$ cat src/rtl/riscv_pkg.sv
// Shared pipeline types and constants for the 5-stage core.
// The IF/ID record width follows the package XLEN.
package riscv_pkg;

    localparam int unsigned XLEN     = 32;
    localparam logic [31:0] NOP_INST = 32'h0000_0013;

    typedef enum logic [1:0] {
        PC_SEQ  = 2'd0,
        PC_BR   = 2'd1,
        PC_MRET = 2'd2,
        PC_TRAP = 2'd3
    } pc_sel_e;

    typedef struct packed {
        logic [XLEN-1:0] pc;
        logic [XLEN-1:0] inst;
        logic            valid;
        logic            misalign;
    } if_id_t;

endpackage

$ cat src/rtl/pc_sel_mux.sv
// Next-PC priority select: trap > mret > branch/jump > sequential.
// A redirect always wins over a stall.
module pc_sel_mux #(
    parameter int unsigned XLEN = 32
) (
    input  logic [XLEN-1:0] pc_i,
    input  logic            stall_i,
    input  logic            br_taken_i,
    input  logic [XLEN-1:0] br_target_i,
    input  logic            trap_i,
    input  logic [XLEN-1:0] trap_vec_i,
    input  logic            mret_i,
    input  logic [XLEN-1:0] mepc_i,
    output riscv_pkg::pc_sel_e sel_o,
    output logic            redirect_o,
    output logic [XLEN-1:0] next_pc_o
);
    import riscv_pkg::*;

    always_comb begin
        sel_o = PC_SEQ;
        if (trap_i)          sel_o = PC_TRAP;
        else if (mret_i)     sel_o = PC_MRET;
        else if (br_taken_i) sel_o = PC_BR;
    end

    assign redirect_o = (sel_o != PC_SEQ);

    always_comb begin
        next_pc_o = pc_i;
        case (sel_o)
            PC_TRAP: next_pc_o = trap_vec_i;
            PC_MRET: next_pc_o = mepc_i;
            PC_BR:   next_pc_o = br_target_i;
            default: next_pc_o = stall_i ? pc_i : pc_i + XLEN'(4);
        endcase
    end

endmodule

$ cat src/rtl/fetch_stage.sv
// IF stage: PC register, instruction-memory address, and the IF/ID register
// with stall/flush/redirect bubbling and misaligned-target tagging.
module fetch_stage #(
    parameter int unsigned XLEN     = 32,
    parameter logic [31:0] RESET_PC = 32'h0000_0000,
    parameter logic [31:0] NOP_INST = 32'h0000_0013
) (
    input  logic            clk_i,
    input  logic            rst_ni,
    output logic [XLEN-1:0] imem_addr_o,
    input  logic [XLEN-1:0] imem_inst_i,
    input  logic            stall_i,
    input  logic            flush_i,
    input  logic            br_taken_i,
    input  logic [XLEN-1:0] br_target_i,
    input  logic            trap_i,
    input  logic [XLEN-1:0] trap_vec_i,
    input  logic            mret_i,
    input  logic [XLEN-1:0] mepc_i,
    output logic [XLEN-1:0] if_pc_o,
    output logic [XLEN-1:0] id_pc_o,
    output logic [XLEN-1:0] id_inst_o,
    output logic            id_valid_o,
    output logic            id_misalign_o
);
    import riscv_pkg::*;

    logic [XLEN-1:0] pc_q, pc_d;
    if_id_t          if_id_q, if_id_d;
    pc_sel_e         pc_sel;
    logic            redirect;
    logic            misalign;

    pc_sel_mux #(.XLEN(XLEN)) u_pc_sel (
        .pc_i        (pc_q),
        .stall_i     (stall_i),
        .br_taken_i  (br_taken_i),
        .br_target_i (br_target_i),
        .trap_i      (trap_i),
        .trap_vec_i  (trap_vec_i),
        .mret_i      (mret_i),
        .mepc_i      (mepc_i),
        .sel_o       (pc_sel),
        .redirect_o  (redirect),
        .next_pc_o   (pc_d)
    );

    assign misalign = (pc_q[1:0] != 2'b00);

    always_comb begin
        if_id_d = if_id_q;
        if (redirect || flush_i) begin
            if_id_d.pc       = pc_q;
            if_id_d.inst     = NOP_INST;
            if_id_d.valid    = 1'b0;
            if_id_d.misalign = 1'b0;
        end else if (!stall_i) begin
            // Misaligned fetches carry no usable word; the CSR path traps on the tag.
            if_id_d.pc       = pc_q;
            if_id_d.inst     = misalign ? NOP_INST : imem_inst_i;
            if_id_d.valid    = 1'b1;
            if_id_d.misalign = misalign;
        end
    end

    always_ff @(posedge clk_i or negedge rst_ni) begin
        if (!rst_ni) begin
            pc_q             <= RESET_PC;
            if_id_q.pc       <= '0;
            if_id_q.inst     <= NOP_INST;
            if_id_q.valid    <= 1'b0;
            if_id_q.misalign <= 1'b0;
        end else begin
            pc_q    <= pc_d;
            if_id_q <= if_id_d;
        end
    end

    assign imem_addr_o   = pc_q;
    assign if_pc_o       = pc_q;
    assign id_pc_o       = if_id_q.pc;
    assign id_inst_o     = if_id_q.inst;
    assign id_valid_o    = if_id_q.valid;
    assign id_misalign_o = if_id_q.misalign;

endmodule

$ cat config.mk
export PLATFORM = sky130hd
export DESIGN_NAME = fetch_stage
export DESIGN_NICKNAME = d
export VERILOG_FILES = /design/src/rtl/riscv_pkg.sv /design/src/rtl/pc_sel_mux.sv /design/src/rtl/fetch_stage.sv
export SDC_FILE = /design/constraint.sdc
export NUM_CORES = 1
export LEC_CHECK = 0
export ABC_AREA = 0
export CAP_MARGIN = 20
export CORE_UTILIZATION = 44
export CTS_CLUSTER_SIZE = 10
export DETAILED_ROUTE_END_ITERATION = 12
export PLACE_DENSITY = 0.86
export SETUP_SLACK_MARGIN = 0.15
export SLEW_MARGIN = 0
export SYNTH_ARGS = -nofsm -noshare
export SYNTH_HDL_FRONTEND = slang
export SYNTH_SLANG_ARGS = --single-unit
$ cat constraint.sdc
create_clock -name clk_i -period 3.2 [get_ports clk_i]
set_clock_uncertainty 0.1 [all_clocks]
set_input_delay 0.64 -clock clk_i [delete_from_list [all_inputs] [get_ports clk_i]]
set_output_delay 0.64 -clock clk_i [all_outputs]
set_load 0.005 [all_outputs]
Yosys cells after proc, flatten, opt, wreduce, memory -nomap -nowiden. Cells that the tools add are included. W data, S select, Z words.

Register bits: 98. Bits of input ports: 135. Output and inout bits: 130. Logic and storage cells: 22.

Add/sub/neg operators: 1. Equal/unequal tests: 5. Muxes and demuxes: 8. Reduce and logical (&&, ||, !) cells: 3.

Operators with widths (count): $mux W66 (2); $pmux W32 S3 (1); $mux W32 (2); $add A32 B3 Y32 const B (1); $eq A2 B2 Y1 const B (2); $mux W2 (2); $ne A4 B1 Y1 const B (1); $reduce_bool A2 Y1 (2); $eq A2 B1 Y1 const B (1); $ne A2 B1 Y1 const B (1); $logic_or A1 B1 Y1 (1); $mux W1 (1).

Depth between registers and ports, before layout. Gate-level depths: netlist of run 1.

Depth in word-level cells: 6. Gate-level depth with buffers: 8.

By module. Synthesis of run 1 repeated with hierarchy kept, for this count alone.

Cells, all modules: 465. Area total of the unflattened synthesis: 5287.6 um^2.

Modules (own cells, without submodules): fetch_stage (times used 1, cells an instance 249, area an instance 3878.7 um^2, seq. area each 2456.1 um^2); pc_sel_mux (times used 1, cells an instance 216, area an instance 1408.9 um^2, seq. area each 0.0 um^2).

Worst setup path after synthesis of run 1. Ideal clock, no wire load.

Path type: input port to flip-flop. Start point: in mret_i. End point: reg pc_q[14], in the netlist if_pc_o[14]. Library setup time: 0.126 ns. Data arrival time: 2.060 ns. Data required time: 2.974 ns. Slack: 0.914 ns. Cell stages on the path: 5. Cells stage by stage: buf_6 or4_4 buf_6 or4_1 o311a_1.

Longest elaborated chain between the ends: 4. Elaborated cells between the ends (all ways): 7. Those cells by class: eq/ne (4); mux (3).

RTL lines: from (decl) (RTL line fetch_stage.sv:18) `input logic mret_i,`; $mux W2 * (RTL line pc_sel_mux.sv:23) `else if (mret_i) sel_o = PC_MRET;`; $mux W2 * (RTL line pc_sel_mux.sv:22) `if (trap_i) sel_o = PC_TRAP;`; $eq A2 B1 Y1 or $eq A2 B2 Y1 (tied branches) (RTL line pc_sel_mux.sv:31) `case (sel_o)`; $pmux W32 S3 or $ne A4 B1 Y1 (tied branches); to (signal assigned) (RTL line fetch_stage.sv:74) `pc_q <= pc_d;`; to (decl) (RTL line fetch_stage.sv:28) `logic [XLEN-1:0] pc_q, pc_d;`.

Mark *: on every way between the ends. The rest lies on a longest branch, timed or not. A chain may end at the register's enable or synchronous reset.

Final worst setup path of run 1.
Start point: in stall_i. End point: reg pc_q[17], in the netlist if_pc_o[17].

Longest elaborated chain between the ends: 1.

RTL lines: from (decl) (RTL line fetch_stage.sv:12) `input logic stall_i,`; $ne A4 B1 Y1 (no source line).

Every way passes these cells.

==> impl_results.md, run 1 <==
* YS warnings at 0
* Post-CTS Setup Inserts at 0
* Cell taking the most area after synthesis: dfrtp_1
* Reg-to-reg slack, setup at 0.97 ns
* Max-Cap Viols at 0
* Crit path max fanout at 10
* CTS tree: yes
* Max-slew violation count at 0
* Crit path time final at 2.54 ns
* Critical setup path kind: primary input to flop
* DRT iter0 DRCs at 337
* Cell Area, Synth at 0.00539 mm^2
* Row count at 40
* Synthesized flop and latch total at 98
* Final period utilization at 79.5%
* Count leader, synth: nand2_1
* GRT Overall Usage at 29.0%
* Critical Path End Type: flop
* Yosys top cell area share at 44.1%
* Area contributors post-synth: dfrtp_1 44%, nand2_1 9.0%, buf_4 8.9%, a22o_1 5.2%, o22ai_1 2.4%
* First-pass GRT wire length at 28400 um
* # resized after CTS at 0
* Largest net degree at the start of global routing at 57
* Cell Area, Placed at 0.00775 mm^2
* Post-layout net count at 914
* Worst Path Arrival at 2.68 ns
* Die Ht at 113 um
* Worst slew margin at 56.5%
* Ports at 265
* Vias in the first global route at 5331
* Post-synthesis cell type count at 57
* Vias after detailed routing at 5286
* Area delta synth->final at 49.3%
* Final WL at 18200 um
* Min Hold Slack at 0.223 ns
* Reg-to-Reg Start: if_pc_o[5]
* GRT Residual Overflow at 0
* Clk_lat worst skew at 0.35 ns
* Starting Density at 45.1%
* TritonRoute pass-1 iters at 5
* Die ar. at 0.0127 mm^2
* Root buffer cell: clkbuf_16
* Status: finished, final reports clean
* # diodes at 0
* Crit. Startpoint: stall_i
* Top achievable clock speed at 393 MHz
* RSZ-0062 raised after global routing: false
* Clock-pin slew on the worst setup and hold paths at 0.07 ns
* Post-synthesis sequential area ratio at 45.6%
* Core area at 0.0120 mm^2
* Routed Antenna Nets at 0
* Final Core Density at 67.3%
* Net count of the mapped netlist at 725
* Asr flop ratio synth at 100%
* Initial antenna violation count at 0
* IO buf count at 264
* Hold bufs inserted after CTS at 0
* Req. time, crit path at 3.34 ns
* Htree depth at 3
* VDD IR max at 250 uV
* Top cells by count, synth: 129 x nand2_1, 95 x dfrtp_1, 64 x buf_4
* Final Wtd Congestion at 0.888
* Setup violators final at 0
* Share of layout cells above drive strength 1 at 6.51%
* Setup crit start kind: primary input
* Pwr dens at 412 mW/mm^2
* Setup TNS Final at 0 ns
* Post-route cell area at 0.00805 mm^2
* Average wire per standard cell at 19.5 um
* Cell count after synthesis at 589
* CTS max path bufs at 2
* Avg Inst Size Synth at 9.15 um^2
* Die width at 113 um
* Leak pwr at 3.32 nW
* Synth Flop Type: dfrtp_1
* Final hold violations at 0
* Remaining DRCs at 0
* Via density at 5.68
* Worst Tran Pin Value at 0.652 ns
* Post-detail-place hpwl at 13500 um
* Worst min-delay path class: primary input to asynchronous set/reset pin
* Clock sinks at 98
* Filler instances at 954
* CTS Buf Count at 9
* Tot Pwr at 3.32 mW
* Post-synth EDFFs at 0
[per-stage QoR]
stage | setup slack (ns) | cells
floorplan | 0.914 | 589
global placement | 0.370 | 914
detailed placement | 0.371 | 914
CTS | 0.711 | 930
global route | 0.456 | 930
finish | 0.656 | 930
[layout make-up]
class	count	area, um^2	share of cell area [%]
multi-input combinational	379	2260	28.1
clock inverter	6	75.1	0.932
sequential	98	2460	30.5
inverter	8	30.0	0.373
clock buffer	10	229	2.84
tap	147	184	2.28
timing repair buffer	282	2810	34.9
[sequential cells by signal, summed over array words and instances (netlist names)]
name / cells
id_valid_o: 1
if_pc_o: 32
id_inst_o: 32
id_misalign_o: 1
id_pc_o: 32
[layout by cell type (no fill, tap or decap), types with 7 or more instances in the layout]
| cell | instances |
|---|---|
| nand3_1 | 19 |
| o22ai_1 | 21 |
| dfrtp_1 | 95 |
| and3_1 | 7 |
| xnor2_1 | 7 |
| clkbuf_16 | 9 |
| clkdlybuf4s50_1 | 263 |
| nand4_1 | 8 |
| buf_4 | 16 |
| nor2_1 | 21 |
| a221oi_1 | 7 |
| o21ai_0 | 18 |
| nand2_1 | 129 |
| inv_1 | 8 |
| a22o_1 | 32 |
[where the power goes]
group | internal [mW] | switching [mW] | total, mW
clock network | 0.617 | 0.490 | 1.11
logic | 0.475 | 0.281 | 0.756
registers | 1.33 | 0.128 | 1.45
[logic make-up (layout without fill, tap and decap cells)]
kind of cell / after synthesis / count (layout) / synth area share, %
buf+inv: 112 / 306 / 12.8
compound gates: 141 / 141 / 19.7
mux: 1 / 1 / 0.186
simple gates: 228 / 228 / 20.3
fa+ha+maj: 1 / 1 / 0.232
flops: 98 / 98 / 45.6
xor+xnor: 8 / 8 / 1.30
[path summary, 6_finish.rpt]
kind / end / cells past startpoint
min in group clk_i: id_pc_o[15] / 2
min reg2reg: id_pc_o[15] / 2
max reg2reg: if_pc_o[25] / 4
max in group asynchronous: id_inst_o[1] / 2
min: id_pc_o[18] / 1
max: if_pc_o[17] / 5
[worst max-delay path: stages]
cell             delay [ns]
clkdlybuf4s50_1        0.64
nand4b_1               0.48
nor4_2                 0.51
a31oi_1                0.16
o31a_1                 0.25
[per-layer routing]
metal | part of all wire, % | vias to the layer above | track usage, %
met2 | 50 | 256 | 50.2
met5 | 0 | - | 0
met4 | 3.4 | 0 | 13.5
met1 | 40 | 2567 | 34.9
met3 | 7.0 | 41 | 5.52
li1 | - | 2422 | -
Power figures use the tool's default switching activity.
==> run 2, diff against run 1 <==
Settings changed: CORE_UTILIZATION 44 to 41, PLACE_DENSITY 0.86 to 0.81.
Clock period 3.2 ns to 2.56 ns, I/O delays scaled along.
==> impl_results.md, run 2 (synthesis gave the netlist of run 1 again) <==
* Final hold violations at 0
* Post-CTS Setup Inserts at 0
* VDD IR max at 343 uV
* Area delta synth->final at 53.7%
* Leading cell type in the layout, fill and taps excluded: clkdlybuf4s50_1
* Crit. Startpoint: stall_i
* Setup crit start kind: primary input
* Die Ht at 117 um
* # resized after CTS at 0
* Final WL at 18700 um
* GRT Residual Overflow at 0
* IO buf count at 264
* Non-Filler Instances at 974
* Htree depth at 3
* Worst Path Arrival at 2.39 ns
* Worst Tran Pin Value at 0.667 ns
* CTS Buf Count at 9
* Met2 GRT Util at 47.0%
* Average wire per standard cell at 19.2 um
* Largest net degree at the start of global routing at 51
* Reg2reg path depth at 4
* Top achievable clock speed at 444 MHz
* Clock-pin slew on the worst setup and hold paths at 0.07 ns
* Post-layout net count at 933
* Max-slew violation count at 0
* Share of layout cells above drive strength 1 at 8.48%
* Max-Cap Viols at 0
* Tot Pwr at 4.26 mW
* Reg-to-Reg Start: if_pc_o[8]
* Row count at 41
* DRT iter0 DRCs at 422
* Hold bufs inserted after CTS at 0
* Initial antenna violation count at 0
* Critical Path End Type: flop
* Die ar. at 0.0136 mm^2
* Reg-to-reg endpoint: if_pc_o[25]
* Worst min-delay path class: primary input to asynchronous set/reset pin
* GR peak layer: met2
* Critical setup path kind: primary input to flop
* CTS tree: yes
* First-pass GRT wire length at 27700 um
* # diodes at 0
* Final Wtd Congestion at 0.901
* Pwr dens at 514 mW/mm^2
* Ports at 265
* Die width at 117 um
* Starting Density at 42.4%
* Vias after detailed routing at 5419
* GRT Overall Usage at 27.2%
* Leak pwr at 3.44 nW
* Crit path max fanout at 7
* Post-detail-place hpwl at 14200 um
* Final WS setup at 0.309 ns
* Met3 Resource Use GR at 6.80%
* GRT met1 Usage at 31.7%
* Routed Antenna Nets at 0
* Clk_lat worst skew at 0.35 ns
* Worst slew margin at 55.5%
* Vias in the first global route at 5267
* Root buffer cell: clkbuf_16
* Final period utilization at 87.9%
* Cell Area, Placed at 0.00796 mm^2
* Final Core Density at 65.1%
* Crit path time final at 2.25 ns
* Req. time, crit path at 2.70 ns
* Placed insts at 957
* DP Worst Slack at -0.0763 ns
* Status: finished, final reports clean
* CTS max path bufs at 2
* Setup violators final at 0
* Clock sinks at 98
* CP endpoint: if_pc_o[12]
* Remaining DRCs at 0
* RSZ-0062 raised after global routing: false
* Via density at 5.56
* Reg-to-reg slack, setup at 0.41 ns
* Post-route cell area at 0.00829 mm^2
* Core area at 0.0127 mm^2
* TritonRoute pass-1 iters at 5
* Most frequent cells in the layout: 263 x clkdlybuf4s50_1, 129 x nand2_1, 95 x dfrtp_1
[run 2: cell count changes in the layout (fill, tap and decap cells not counted), sizes merged]
cell	delta
buf	+19
inv	-2
bufinv	+1
clkbuf	+3
clkinv	-1
clkinvlp	-1
[run 2: routing by layer]
layer / share of wire, % / vias up
met5: 0 / -
met4: 3.5 / 0
met3: 8.3 / 42
met2: 50 / 287
met1: 39 / 2620
li1: - / 2470
[run 2: worst max-delay path: stages]
cell             delay (ns)
clkdlybuf4s50_1        0.52
buf_4                  0.22
and4b_1                0.35
nand3_1                0.21
buf_4                  0.20
xnor2_1                0.11
a221oi_1               0.26
[run 2: cell type report]
type	count	area (um^2)
inverter	8	30.0
clock buffer	13	250
clock inverter	3	65.1
multi-input combinational	379	2260
sequential	98	2460
fill	1005	4440
timing repair buffer	301	3010
tap	172	215
[run 2: how the worst min path moves through the flow]
stage	start	to	slack, ns	cells after the start
floorplan	rst_ni	id_inst_o[10]	0.12	0
global placement	id_pc_o[0]	id_pc_o[0]	0.35	2
detailed placement	id_pc_o[14]	id_pc_o[14]	0.35	2
CTS	rst_ni	id_pc_o[8]	0.11	1
global route	rst_ni	id_pc_o[9]	0.13	1
finish	rst_ni	id_pc_o[8]	0.09	1
[run 2: where the power goes]
group          switching, mW  total [mW]  internal, mW
Sequential             0.134        1.79          1.66
Clock                  0.574        1.46         0.883
Combinational          0.387        1.01         0.621
Total                   1.10        4.26          3.16
[run 2: metrics by stage]
| step | hold slack (ns) | TNS (ns) |
|---|---|---|
| 2_1_floorplan | 0.116 | 0 |
| 4_1_cts | 0.109 | 0 |
| 5_1_grt | 0.135 | 0 |
| 3_5_place_dp | 0.354 | -0.152 |
| 3_3_place_gp | 0.352 | 0 |
| 6_report | 0.0909 | 0 |
==> run 3, diff against run 2 <==
Settings changed: ABC_AREA 0 to 1, CORE_UTILIZATION 41 to 42, PLACE_DENSITY 0.81 to 0.82.
==> impl_results.md, run 3 <==
* Status: finished, final reports clean
* Asr flop ratio synth at 100%
* Leak pwr at 3.59 nW
* Post-synthesis sequential area ratio at 44.1%
* Setup crit start kind: flop
* Critical Path End Type: flop
* TritonRoute pass-1 iters at 6
* Net count of the mapped netlist at 860
* Area contributors post-synth: dfrtp_1 43%, nand2_1 14%, buf_4 8.6%, nand3_1 5.0%, nor2_1 4.9%
* Leading cell type in the layout, fill and taps excluded: clkdlybuf4s50_1
* Setup violators final at 0
* Worst min-delay path class: primary input to asynchronous set/reset pin
* Met2 wire length at 8280 um
* Metal-1 WL at 7440 um
* Root buffer cell: clkbuf_16
* Pwr dens at 493 mW/mm^2
* Most frequent cells in the layout: 263 x clkdlybuf4s50_1, 215 x nand2_1, 95 x dfrtp_1
* First-pass GRT wire length at 27000 um
* Clock sinks at 98
* Wire length on met3 at 1820 um
* Clock-pin slew on the worst setup and hold paths at 0.06 ns
* Placed insts at 1085
* Req. time, crit path at 2.72 ns
* Die Ht at 117 um
* Mux cell area share after synthesis at 0%
* YS warnings at 0
* Cell Area, Placed at 0.00800 mm^2
* VDD IR max at 302 uV
* Die ar. at 0.0137 mm^2
* Synth Area in Compound Gates at 13.1%
* Final period utilization at 84.0%
* GRT Overall Usage at 26.2%
* Remaining DRCs at 0
* Crit. Startpoint: if_pc_o[2]
* Reg-to-Reg Start: if_pc_o[2]
* Area share of and/or/nand/nor cells after synthesis at 27.4%
* Post-route cell area at 0.00829 mm^2
* Die width at 117 um
* Post-detail-place hpwl at 13900 um
* Via density at 5.15
* Cell Area, Synth at 0.00557 mm^2
* Worst slew margin at 55.7%
* Avg Inst Size Synth at 7.69 um^2
* DRT iter0 DRCs at 572
* CTS max path bufs at 2
* Share of layout cells above drive strength 1 at 5.17%
* Max-slew violation count at 0
* Tot Pwr at 4.09 mW
* Setup TNS Final at 0 ns
* Area delta synth->final at 48.9%
* Area of the multi-input gates at 0.00229 mm^2
* Top cells by count, synth: 215 x nand2_1, 95 x dfrtp_1, 72 x nor2_1
* Htree depth at 3
* IO buf count at 264
* Uppermost layer routed: met5
* RSZ-0062 raised after global routing: false
* Yosys top cell area share at 42.7%
* Top achievable clock speed at 465 MHz
* Starting Density at 43.6%
* Max-Cap Viols at 0
* Worst Path Arrival at 2.31 ns
* Synth Area in XOR/XNOR at 0.315%
* Core area at 0.0128 mm^2
* Vias in the first global route at 5214
* Synthesized flop and latch total at 98
* Final Wtd Congestion at 0.914
* Post-synth EDFFs at 0
* Final hold violations at 0
* Routed Antenna Nets at 0
* Storage element area at 0.00246 mm^2
* DP Worst Slack at 0.0710 ns
* Final WS setup at 0.410 ns
* Count leader, synth: nand2_1
* Non-Filler Instances at 1102
* Hold bufs inserted after CTS at 0
* Ports at 265
* Post-synthesis cell type count at 31
* Average wire per standard cell at 16.3 um
* Filler instances at 1053
* CTS Buf Count at 9
* Row count at 41
* Crit path max fanout at 7
* Cell taking the most area after synthesis: dfrtp_1
* Post-layout net count at 1060
* Cell count after synthesis at 724
* Synth Flop Type: dfrtp_1
* Clk_lat worst skew at 0.34 ns
* Largest family of logic cells by synthesized area: simple AND/OR/NAND/NOR gates
* Final WL at 18000 um
* GRT Residual Overflow at 0
* CTS tree: yes
* Worst Tran Pin Value at 0.665 ns
* Largest net degree at the start of global routing at 55
* Critical setup path kind: flop to flop
* Initial antenna violation count at 2
* Crit path time final at 2.15 ns
* Vias after detailed routing at 5675
* Adder-Cell Fraction of Synth Area at 0.225%
==> run 3: kinds of logic after synthesis <==
logic type | after synthesis
adder cells (fa/ha/maj) | 1
buffers and inverters | 144
AND/OR/NAND/NOR | 363
flip-flops | 98
AO/OA/AOI/OAI | 116
XOR/XNOR | 2
==> run 3: cell type report <==
| class | instances | share of cell area [%] |
|---|---|---|
| clock inverter | 2 | 0.121 |
| multi-input combinational | 482 | 27.6 |
| clock buffer | 14 | 3.31 |
| tap | 172 | 2.60 |
| sequential | 98 | 29.6 |
| antenna | 1 | 0.0302 |
| timing repair buffer | 281 | 34.3 |
| inverter | 52 | 2.42 |
==> run 3: critical path: stages, from the launching register on <==
cell	delay, ns
dfrtp_1	0.50
ha_1	0.22
nand2_1	0.07
nor2_1	0.23
nand2_1	0.17
nor2_1	0.40
nand2_1	0.10
nand2_1	0.07
nand3_1	0.07
a21oi_1	0.15
==> run 3: metal layers <==
metal / global-route usage (%) / up-vias
li1: - / 2713
met1: 33.9 / 2592
met2: 42.4 / 333
met3: 5.92 / 35
met4: 10.7 / 2
met5: 0 / -
==> run 3: worst paths after layout <==
check                           endpoint  slack (ns)  cells after the start
max reg2reg                  if_pc_o[24]        0.41                      9
max                          if_pc_o[24]        0.41                      9
max in group asynchronous    id_pc_o[30]        1.64                      2
min                        id_inst_o[15]        0.08                      1
min in group clk_i           id_pc_o[19]        0.39                      2
min reg2reg                  id_pc_o[19]        0.39                      2
==> run 3: metrics by stage <==
stage	hold slack, ns	utilization, %
after detailed placement	0.365	62.6
after global placement	0.356	62.6
after global routing	0.142	64.9
after floorplan	0.116	-
after CTS	0.132	64.9
final	0.0822	64.9
==> run 3: power breakdown <==
group	total, mW	switching (mW)	leakage (nW)	internal, mW
sequential	1.82	0.152	1.23	1.67
clock	1.29	0.553	0.143	0.737
combinational	0.980	0.390	2.21	0.590
total	4.09	1.09	3.59	2.99
==> run 3: what timing repair did <==
item,4_1_cts,5_1_grt
gates resized for setup,0,1
setup buffers,0,0
setup endpoints to repair,0,1
